--- src/rtl/rom_stream_reader.sv ---
// Streaming read controller for a synchronous 1-cycle ROM: one (addr, len) command
// becomes len consecutive words on a valid/ready stream, fed by a 4-entry prefetch FIFO.
module rom_stream_reader #(
  parameter int ADDR_WIDTH = 10,
  parameter int DATA_WIDTH = 8,
  parameter int LEN_WIDTH  = 11
) (
  input  logic                  clk,
  input  logic                  rst_n,
  input  logic                  cmd_valid,
  output logic                  cmd_ready,
  input  logic [ADDR_WIDTH-1:0] cmd_addr,
  input  logic [LEN_WIDTH-1:0]  cmd_len,
  output logic                  rom_cs,
  output logic [ADDR_WIDTH-1:0] rom_addr,
  input  logic [DATA_WIDTH-1:0] rom_dout,
  output logic                  out_valid,
  input  logic                  out_ready,
  output logic [DATA_WIDTH-1:0] out_data,
  output logic                  out_last,
  output logic                  busy,
  output logic                  done
);

  // Handshakes: a transfer happens on a rising edge where valid and ready are both
  // high; valid never waits on ready, and data is held stable while valid & !ready.

  typedef enum logic [1:0] {
    S_IDLE = 2'd0,
    S_RUN  = 2'd1,
    S_DONE = 2'd2
  } state_t;

  state_t                 state;
  state_t                 state_nxt;

  logic [ADDR_WIDTH-1:0]  issue_addr;
  logic [LEN_WIDTH-1:0]   issue_left;
  logic [LEN_WIDTH-1:0]   out_left;
  logic                   cap_pending;
  logic [DATA_WIDTH-1:0]  fifo_mem [4];
  logic [1:0]             wr_ptr;
  logic [1:0]             rd_ptr;
  logic [2:0]             fifo_count;
  logic [1:0]             inflight;
  logic [3:0]             credit;
  logic                   accept;
  logic                   issue_now;
  logic                   push;
  logic                   pop;
  logic [ADDR_WIDTH-1:0]  issue_src;
  logic [LEN_WIDTH-1:0]   left_src;

  assign accept    = cmd_valid & cmd_ready;
  assign inflight  = {1'b0, rom_cs} + {1'b0, cap_pending};
  assign credit    = {1'b0, fifo_count} + {2'b00, inflight};
  assign push      = cap_pending;
  assign pop       = out_valid & out_ready;
  assign out_valid = (fifo_count != 3'd0);
  assign out_data  = fifo_mem[rd_ptr];
  assign out_last  = out_valid && (out_left == LEN_WIDTH'(1));

  // The first read launches on the accepting edge itself, giving 2-cycle first-word latency.
  assign issue_src = accept ? cmd_addr : issue_addr;
  assign left_src  = accept ? cmd_len : issue_left;
  assign issue_now = (accept && (cmd_len != '0)) ||
                     ((state == S_RUN) && (issue_left != '0) && (credit < 4'd4));

  always_ff @(posedge clk or negedge rst_n) begin
    if (!rst_n) begin
      state <= S_IDLE;
    end else begin
      state <= state_nxt;
    end
  end

  // A zero-length command still passes through RUN, so done lands one cycle after acceptance.
  always_comb begin
    state_nxt = state;
    case (state)
      S_IDLE: if (cmd_valid) state_nxt = S_RUN;
      S_RUN: begin
        if ((out_left == '0) || (pop && (out_left == LEN_WIDTH'(1)))) state_nxt = S_DONE;
      end
      S_DONE: state_nxt = S_IDLE;
      default: state_nxt = S_IDLE;
    endcase
  end

  always_comb begin
    cmd_ready = 1'b0;
    busy      = 1'b1;
    done      = 1'b0;
    case (state)
      S_IDLE: begin
        cmd_ready = 1'b1;
        busy      = 1'b0;
      end
      S_DONE:  done = 1'b1;
      default: ;
    endcase
  end

  always_ff @(posedge clk or negedge rst_n) begin
    if (!rst_n) begin
      rom_cs      <= 1'b0;
      rom_addr    <= '0;
      cap_pending <= 1'b0;
      issue_addr  <= '0;
      issue_left  <= '0;
      out_left    <= '0;
      wr_ptr      <= 2'd0;
      rd_ptr      <= 2'd0;
      fifo_count  <= 3'd0;
      for (int i = 0; i < 4; i++) fifo_mem[i] <= '0;
    end else begin
      rom_cs      <= issue_now;
      cap_pending <= rom_cs;
      if (issue_now) begin
        rom_addr   <= issue_src;
        issue_addr <= issue_src + ADDR_WIDTH'(1);
        issue_left <= left_src - LEN_WIDTH'(1);
      end
      if (accept) begin
        out_left <= cmd_len;
      end else if (pop) begin
        out_left <= out_left - LEN_WIDTH'(1);
      end
      if (push) begin
        fifo_mem[wr_ptr] <= rom_dout;
        wr_ptr           <= wr_ptr + 2'd1;
      end
      if (pop) rd_ptr <= rd_ptr + 2'd1;
      case ({push, pop})
        2'b10:   fifo_count <= fifo_count + 3'd1;
        2'b01:   fifo_count <= fifo_count - 3'd1;
        default: fifo_count <= fifo_count;
      endcase
    end
  end

endmodule
--- config.mk ---
export PLATFORM = sky130hd
export DESIGN_NAME = rom_stream_reader
export DESIGN_NICKNAME = d
export VERILOG_FILES = /design/src/rtl/rom_stream_reader.sv
export SDC_FILE = /design/constraint.sdc
export NUM_CORES = 1
export LEC_CHECK = 0
export ABC_CLOCK_PERIOD_IN_PS = 3100
export CAP_MARGIN = 20
export CORE_AREA = 3 3 101 103
export DETAILED_ROUTE_END_ITERATION = 8
export DIE_AREA = 0 0 104 106
export GPL_TIMING_DRIVEN = 0
export PLACE_DENSITY = 0.76
export SLEW_MARGIN = 15
export SYNTH_ARGS = -nofsm -noshare
export SYNTH_HDL_FRONTEND = slang
export SYNTH_SLANG_ARGS = --single-unit
--- constraint.sdc ---
create_clock -name clk -period 3.1 [get_ports clk]
set_clock_uncertainty 0.05 [all_clocks]
set_input_delay 0.62 -clock clk [delete_from_list [all_inputs] [get_ports clk]]
set_output_delay 0.62 -clock clk [all_outputs]
set_load 0.02 [all_outputs]
# == Yosys cells after proc, flatten, opt, wreduce, memory -nomap -nowiden ==
# Cells that the tools add are included.
# word_totals
output_inout_bits,24
latchBits,0
mem_bits_ro,0
reg_bits,85
ramBits,0
mem_count,0
# classes
add_sub_neg,9
n_mul,0
eq_ne,7
n_mux,17
bitwise,4
div,0
n_reduce_logical,16
order_cmp,4
n_shift,0
# op_table
operator,n
two-way mux 11 bit,3
bitwise mux 32 bit,1
two-way mux 8 bit,3
nonzero test 11 bit,2
"subtractor 11 x 1 -> 11 bit, second input constant",2
binary-select mux 8 bit (select 2 bit),1
demux 8 bit (select 2 bit),1
"equality test 11 x 1 -> 1 bit, second input constant",1
logical NOT 11 bit,1
"adder 10 x 1 -> 10 bit, second input constant",1
two-way mux 10 bit,1
">= comparator 3 bit, second input constant",2
logical AND 1 bit,6
NOT 2 -> 3 bit,2
case mux 3 bit (2 select lines),1
"adder 2 x 1 -> 2 bit, second input constant",2
adder 3 x 2 -> 4 bit,1
"equality test 2 x 1 -> 1 bit, second input constant",2
"equality test 2 bit, second input constant",2
"less-than comparator 4 x 3 -> 1 bit, second input constant",1
two-way mux 2 bit,2
case mux 2 bit (2 select lines),1
nonzero test 2 bit,2
"adder 3 x 1 -> 3 bit, second input constant",1
other kinds (11),15

# == Logic depth before layout (Yosys ltp) ==
# depth
depth_word,6
ltp_mapped,12
ltp_nobuf,9

# == Least setup slack after synthesis ==
# Ideal clock, no wire load.
# synth_path
path_kind,input to register
startpoint,in cmd_valid
endpoint,reg issue_left[10]
setup_slack_ps,-251
setup_time_ps,79
t_arrival_ps,3222
n_path_buf,4
required_time_ps,2971
path_stages,12
cell_sequence,or3b_1 buf_6 buf_6 buf_2 clkbuf_1 a21boi_0 ha_1 inv_1 or4_4 or4_1 a21oi_1 a2bb2oi_1
# synth_via
elab_chain_cells,3
word_cells_on_any_way,5
cone_classes,1 x add/sub; 1 x mux; 1 x bitwise; 2 x reduce/logical
# synth_rtl
item,line,source
start: declaration,10,"input logic cmd_valid,"
AND 1 bit (*),54,assign accept = cmd_valid & cmd_ready;
two-way mux 11 bit or logical AND 1 bit (tied branches),"65, 66",
subtractor 11 x 1 -> 11 bit or logical OR 1 bit (tied branches),"122, 66",
end signal: assignment,122,issue_left <= left_src - LEN_WIDTH'(1);
end: declaration,38,logic [LEN_WIDTH-1:0] issue_left;
# Mark *: on every way between the ends. The rest lies on a longest branch, timed or not.
# A chain may end at the register's enable or synchronous reset.

# == Worst setup path in the final report ==
# layout_path
startpoint,reg state[0]
endpoint,reg issue_left[10]
# layout_via
elab_chain_cells,5
word_cells_on_any_way,10
cone_classes,1 x add/sub; 1 x eq/ne; 2 x mux; 1 x bitwise; 5 x reduce/logical
# layout_rtl
item,line,source
start: declaration,34,state_t state;
start signal: assignment,73,state <= state_nxt;
logical NOT 2 bit,94,case (state)
two-way mux 1 bit,94,
AND 1 bit,54,
two-way mux 11 bit or logical AND 1 bit (tied branches),"65, 66",
subtractor 11 x 1 -> 11 bit or logical OR 1 bit (tied branches),"122, 66",
# Parallel ways exist; a longest one is shown, timed or not.

==> impl_metrics.py <==
metrics = {
    "placement": {
        "dpl_cell_area_um2": 5528,
        "place.gp.congestion": 0.9472,
        "dp_hpwl_um": 8373,
        "place_ws_ns": -0.8571,
        "port_buffers": 56,
        "place_inst": 659,
    },
    "clock_tree": {
        "root_buffer": "clkbuf_8",
        "cts_htree_levels": 3,
        "cts_tree": "built",
        "cts_buffer_depth": 2,
        "clk_latency_ns": 0.36,
        "clkSinkCount": 85,
        "postCtsHoldBufs": 0,
        "numCtsBuffers": 9,
        "clk_transition_reported_paths_ns": 0.09,
    },
    "grt": {
        "grt-ovfl-total": 0,
        "antenna_found_initial": 0,
        "grt_pass1_vias": 4071,
        "grt_use_total": 0.2170,
        "grt_pass1_wl_um": 19490,
        "grt_max_degree": 46,
    },
    "floorplanning": {
        "core-area_um2": 9284,
        "die-width_um": 104,
        "ios": 57,
        "die_h_um": 106,
        "die_area_um2": 11020,
        "rows": 35,
        "start_util": 0.5133,
    },
    "synthesis": {
        "ys_async_sr_fraction": 1.000,
        "ys_types": 66,
        "netlist_area_um2": 4766,
        "synth_ff_type": "dfrtp_1",
        "synth-edff-count": 0,
        "ys_seq_area_frac": 0.4463,
        "synth_nets": 518,
        "yosysWarnings": 0,
        "syn-instance-count": 473,
        "avgSynthCellArea_um2": 10.08,
        "synth_seq_cells": 85,
    },
    "setup_path": {
        "regToRegStartpoint": "state[0]",
        "cp_top_family": "simple AND/OR/NAND/NOR gates",
        "slowest_delay_ns": 0.55,
        "crit_start": "state[0]",
        "cp.arrival_ns": 3.29,
        "cp_max_fo": 5,
        "crit_chain": "or3b_1 > buf_6 > buf_8 > clkbuf_16 > a21boi_2 > ha_2 > inv_2 > or4_4 > or4_4 > o22ai_2 > a2bb2oi_2",
        "worstSetupPathType": "flip-flop to flip-flop",
        "crit_slowest_cell": "or4_4",
        "crit_buf_inv": 4,
        "endpoint_kind": "flip-flop",
        "reg2reg_slack_ns": -0.01,
        "cp.required_ns": 3.28,
        "crit_path_start_kind": "flip-flop",
        "crit_path_frequent_cell": "or4_4",
    },
    "drt": {
        "drc": 0,
        "drtAntennaViolNets": 0,
        "first_iter_violations": 314,
        "dr.pass1.iters": 7,
        "num_vias": 4041,
        "avgViaCountPerCell": 5.917,
        "totalWireLength_um": 11890,
        "routedWlPerCell_um": 17.41,
    },
    "final_layout": {
        "fillers": 765,
        "nets": 594,
        "synthToLayoutAreaGrowth_pct": 23.65,
        "drive_above_1_share": 0.1913,
        "stdcell_area_um2": 5893,
        "final_cell_count_no_fill": 683,
        "n_antenna_cell": 0,
    },
    "timing": {
        "slew_violations": 0,
        "timing.final.ws_setup_ns": -0.01210,
        "rsz0062_at_grt": "true",
        "slew_headroom": 0.4536,
        "timing.final.crit_period_ns": 3.112,
        "worst_slew_pin_slew_ns": 0.8093,
        "final.period_utilization": 1.004,
        "hold_viol": 0,
        "fmax_mhz": 321.3,
        "holdWs_ns": 0.1888,
        "setup_violations": 1,
    },
    "power_and_ir_drop": {
        "powerDensity_nw_per_um2": 1044,
        "max-vdd-ir-drop_uv": 512.9,
        "power_leakage_nw": 2.456,
    },
    "run_status": {
        "status": "finished, violations left",
        "violations": "setup timing",
    },
    "flow_run": {
        "drv_cap": 0,
    },
    "min_path": {
        "hold_class": "primary input to asynchronous set/reset pin",
    },
}
==> registers in the layout, indices dropped and copies added (netlist names) <==
| name | flops |
|---|---|
| fifo_count | 3 |
| rd_ptr | 2 |
| issue_addr | 10 |
| rom_addr | 10 |
| issue_left | 11 |
| wr_ptr | 2 |
| fifo_mem | 32 |
| out_left | 11 |
| cap_pending | 1 |
| rom_cs | 1 |
| state | 2 |
==> Yosys cell counts, types with 4 or more instances <==
| library cell | instances | area (um2) |
|---|---|---|
| dfrtp_1 | 85 | 2127 |
| nand2_1 | 63 | 236.5 |
| nor2_1 | 39 | 146.4 |
| mux2_2 | 33 | 371.6 |
| o21ai_0 | 26 | 130.1 |
| inv_1 | 17 | 63.81 |
| a21oi_1 | 15 | 75.07 |
| xnor2_1 | 13 | 113.9 |
| ha_1 | 11 | 137.6 |
| nor3_1 | 11 | 55.05 |
| a31oi_1 | 9 | 56.30 |
| nand3_1 | 9 | 45.04 |
| clkbuf_1 | 8 | 30.03 |
| mux4_2 | 8 | 180.2 |
| xor2_1 | 8 | 70.07 |
| and3_1 | 7 | 43.79 |
| buf_2 | 7 | 35.03 |
| nor4_1 | 6 | 37.54 |
| mux2i_1 | 5 | 50.05 |
| o211ai_1 | 5 | 37.54 |
| o22a_1 | 5 | 43.79 |
| a221oi_1 | 4 | 35.03 |
| and2_1 | 4 | 25.02 |
| nor2b_1 | 4 | 25.02 |
| o21a_1 | 4 | 30.03 |
| o22ai_1 | 4 | 25.02 |
| or3_1 | 4 | 25.02 |
==> final cells by class <==
| cell class | instances | area [um2] | share of cell area |
|---|---|---|---|
| inverter | 18 | 67.56 | 0.01146 |
| tap | 129 | 161.4 | 0.02739 |
| clock buffer | 9 | 123.9 | 0.02102 |
| buffer | 18 | 161.4 | 0.02739 |
| sequential | 85 | 2128 | 0.3611 |
| multi-input combinational | 350 | 2531 | 0.4295 |
| clock inverter | 7 | 72.57 | 0.01231 |
| timing repair buffer | 67 | 646.9 | 0.1098 |
==> cell families after synthesis <==
family | synth area share
flip-flops | 0.4463
AND/OR/NAND/NOR | 0.1759
adder cells (fa/ha/maj) | 0.03308
multiplexers | 0.1294
AO/OA/AOI/OAI | 0.1410
XOR/XNOR | 0.03859
buffers and inverters | 0.03570
==> placed cells by master, fill, tap and decap left out, drive strengths merged, types with 15 or more instances in the layout <==
cell type / Yosys / layout
inv: 18 / 20
o21ai: 29 / 29
mux2: 34 / 34
clkdlybuf4s50: 0 / 53
buf: 12 / 23
a21oi: 15 / 15
dfrtp: 85 / 85
nand2: 63 / 63
nor2: 39 / 39
clkbuf: 8 / 17
==> power by group <==
group          switching (W)  total, W  internal (W)
Sequential          0.000505   0.00219       0.00168
Combinational        0.00163   0.00316       0.00153
Clock               0.000429  0.000804      0.000375
Total                0.00256   0.00615       0.00359
==> final timing paths <==
kind                       cells past startpoint             end
setup / recovery                              11  issue_left[10]
hold / removal                                 1       wr_ptr[0]
setup reg to reg                              11  issue_left[10]
hold reg to reg                                0     cap_pending
max in group asynchronous                      2     rom_addr[2]
min in group clk                               0     cap_pending
==> per-stage QoR <==
| step | util | setup TNS, ns | power (W) |
|---|---|---|---|
| final | 0.6348 | -0.01210 | 0.006152 |
| after global routing | 0.6348 | -0.08924 | 0.006568 |
| after CTS | 0.6319 | -0.00006151 | 0.006123 |
| after detailed placement | 0.5954 | -6.549 | 0.005214 |
| after global placement | 0.5935 | -154.04 | 0.005075 |
| after floorplan | - | -0.09557 | 0.004150 |
==> routing by layer <==
metal  GRT usage  vias up  wire, um
met5           0        -         0
met4     0.08072        0       199
met3     0.03279       25       676
met2      0.3816      148      5953
met1      0.2718     1993      5058
li1            -     1875         -
==> repair_timing <==
action | in CTS | in global routing
pin swaps | 5 | 1
setup endpoints to repair | 18 | 7
gates resized for setup | 24 | 8
setup buffers | 10 | 0
Power figures use the tool's default switching activity.
==> patch, RTL diff (same flow settings) <==
Change the parameter `DATA_WIDTH` from 8 to 9.
--- a/src/rtl/rom_stream_reader.sv
+++ b/src/rtl/rom_stream_reader.sv
@@ -2,7 +2,7 @@
 // becomes len consecutive words on a valid/ready stream, fed by a 4-entry prefetch FIFO.
 module rom_stream_reader #(
   parameter int ADDR_WIDTH = 10,
-  parameter int DATA_WIDTH = 8,
+  parameter int DATA_WIDTH = 9,
   parameter int LEN_WIDTH  = 11
 ) (
   input  logic                  clk,
Ports: changed (resized out_data and rom_dout); port bits go from 57 to 59. The function was not compared with the original's and may differ.
==> patch against the original RTL <==
Total power is 2.6% higher; utilization is 1.2 points higher; cell area is 1.9% higher; critical path depth is 8 lower; cell count is 0.29% higher; global-route usage is 0.72 points higher; clock power is 4.7% lower; sequential cell count is 4 higher; via count is 0.30% higher; sequential power is 2% higher; wire length is 0.62% lower; area after synthesis is 3.0% higher; worst setup slack better by 0.15 ns.
==> patch: results (changes against the original RTL) <==
bufAreaShareNonClock_pct: 13.6  # was 13.7%
reg2reg_from: "state[1]"  # was state[0]
grtUsageMet1_pct: 28.9  # was 27.2%
critPathCaptureType: "output port"  # was register
dp_hpwl_mm: 8.35  # was 8.37 mm
cts_setup_buffers: 5  # was 10
firstDrtPassIters: 5  # was 7
worstPathArrival_ns: 2.29  # was 3.29 ns
clk_share_pct: 3.13  # was 3.33%
gr-usage-met2_pct: 38.0  # was 38.2%
max_slew_margin_pct: 34.1  # was 45.4%
fillCellCount: 775  # was 765
status: "finished clean"  # was finished, violations left
placed_cell_area_um2: 5710  # was 5530 um2
crit_path_start: "rd_ptr[0]"  # was state[0]
place_ws_ns: -1.25  # was -0.857 ns
grt_pass1_vias: 4117  # was 4071
synth_cell_types: 64  # was 66
synthTopCellsByCount: "89 x dfrtp_1, 63 x nand2_1, 38 x mux2_2"  # was 85 x dfrtp_1, 63 x nand2_1, 39 x nor2_1
powerDensity_nw_per_um2: 1050  # was 1040 nW/um2
seq_area_um2: 2230  # was 2130 um2
grt_pass1_wl_mm: 20.0  # was 19.5 mm
regToRegSetupSlack_ns: 0.18  # was -0.01 ns
seq_area_frac_synth_pct: 45.4  # was 44.6%
layout_setup_ws_ns: 0.138  # was -0.0121 ns
via_per_inst: 5.92  # about the same
p_leak_uw: 0.00251  # was 0.00246 uW
yosys-top-cells-area: "dfrtp_1 45%, mux2_2 8.7%, nand2_1 4.8%, mux4_2 4.1%, ha_1 2.8%"  # was dfrtp_1 45%, mux2_2 7.8%, nand2_1 5.0%, mux4_2 3.8%, nor2_1 3.1%
drt_iter0_drc: 262  # was 314
peakVddDrop_uv: 509  # was 513 uV
-- patch: cell count changes in the layout (fill, tap and decap cells not counted), moves of 4 or more --
cell     before  now
dfrtp_1      84   89
a21oi_1      14   19
mux2_2       33   38
and3_1        7    3
and2_1        4    0
-- patch: power groups by stage --
stage	registers [uW]	clock network, uW	logic (uW)
finish	2230	766	3310
global route	2320	848	3610
global placement	2190	0	3140
CTS	2220	788	3320
detailed placement	2240	0	3230
floorplan	2200	0	2150
-- patch: logic make-up after synthesis --
kind of cell / after synthesis / share of synthesized area, %
flip-flops: 89 / 45.4
adder cells (fa/ha/maj): 12 / 3.21
multiplexers: 53 / 14.1
AO/OA/AOI/OAI: 103 / 14.1
XOR/XNOR: 17 / 3.03
buffers and inverters: 40 / 3.70
AND/OR/NAND/NOR: 165 / 16.5
-- patch: per-stage QoR --
step	total power, uW	cells
floorplan	4350	479
global placement	5330	666
global route	6780	685
detailed placement	5470	667
CTS	6330	686
finish	6310	685
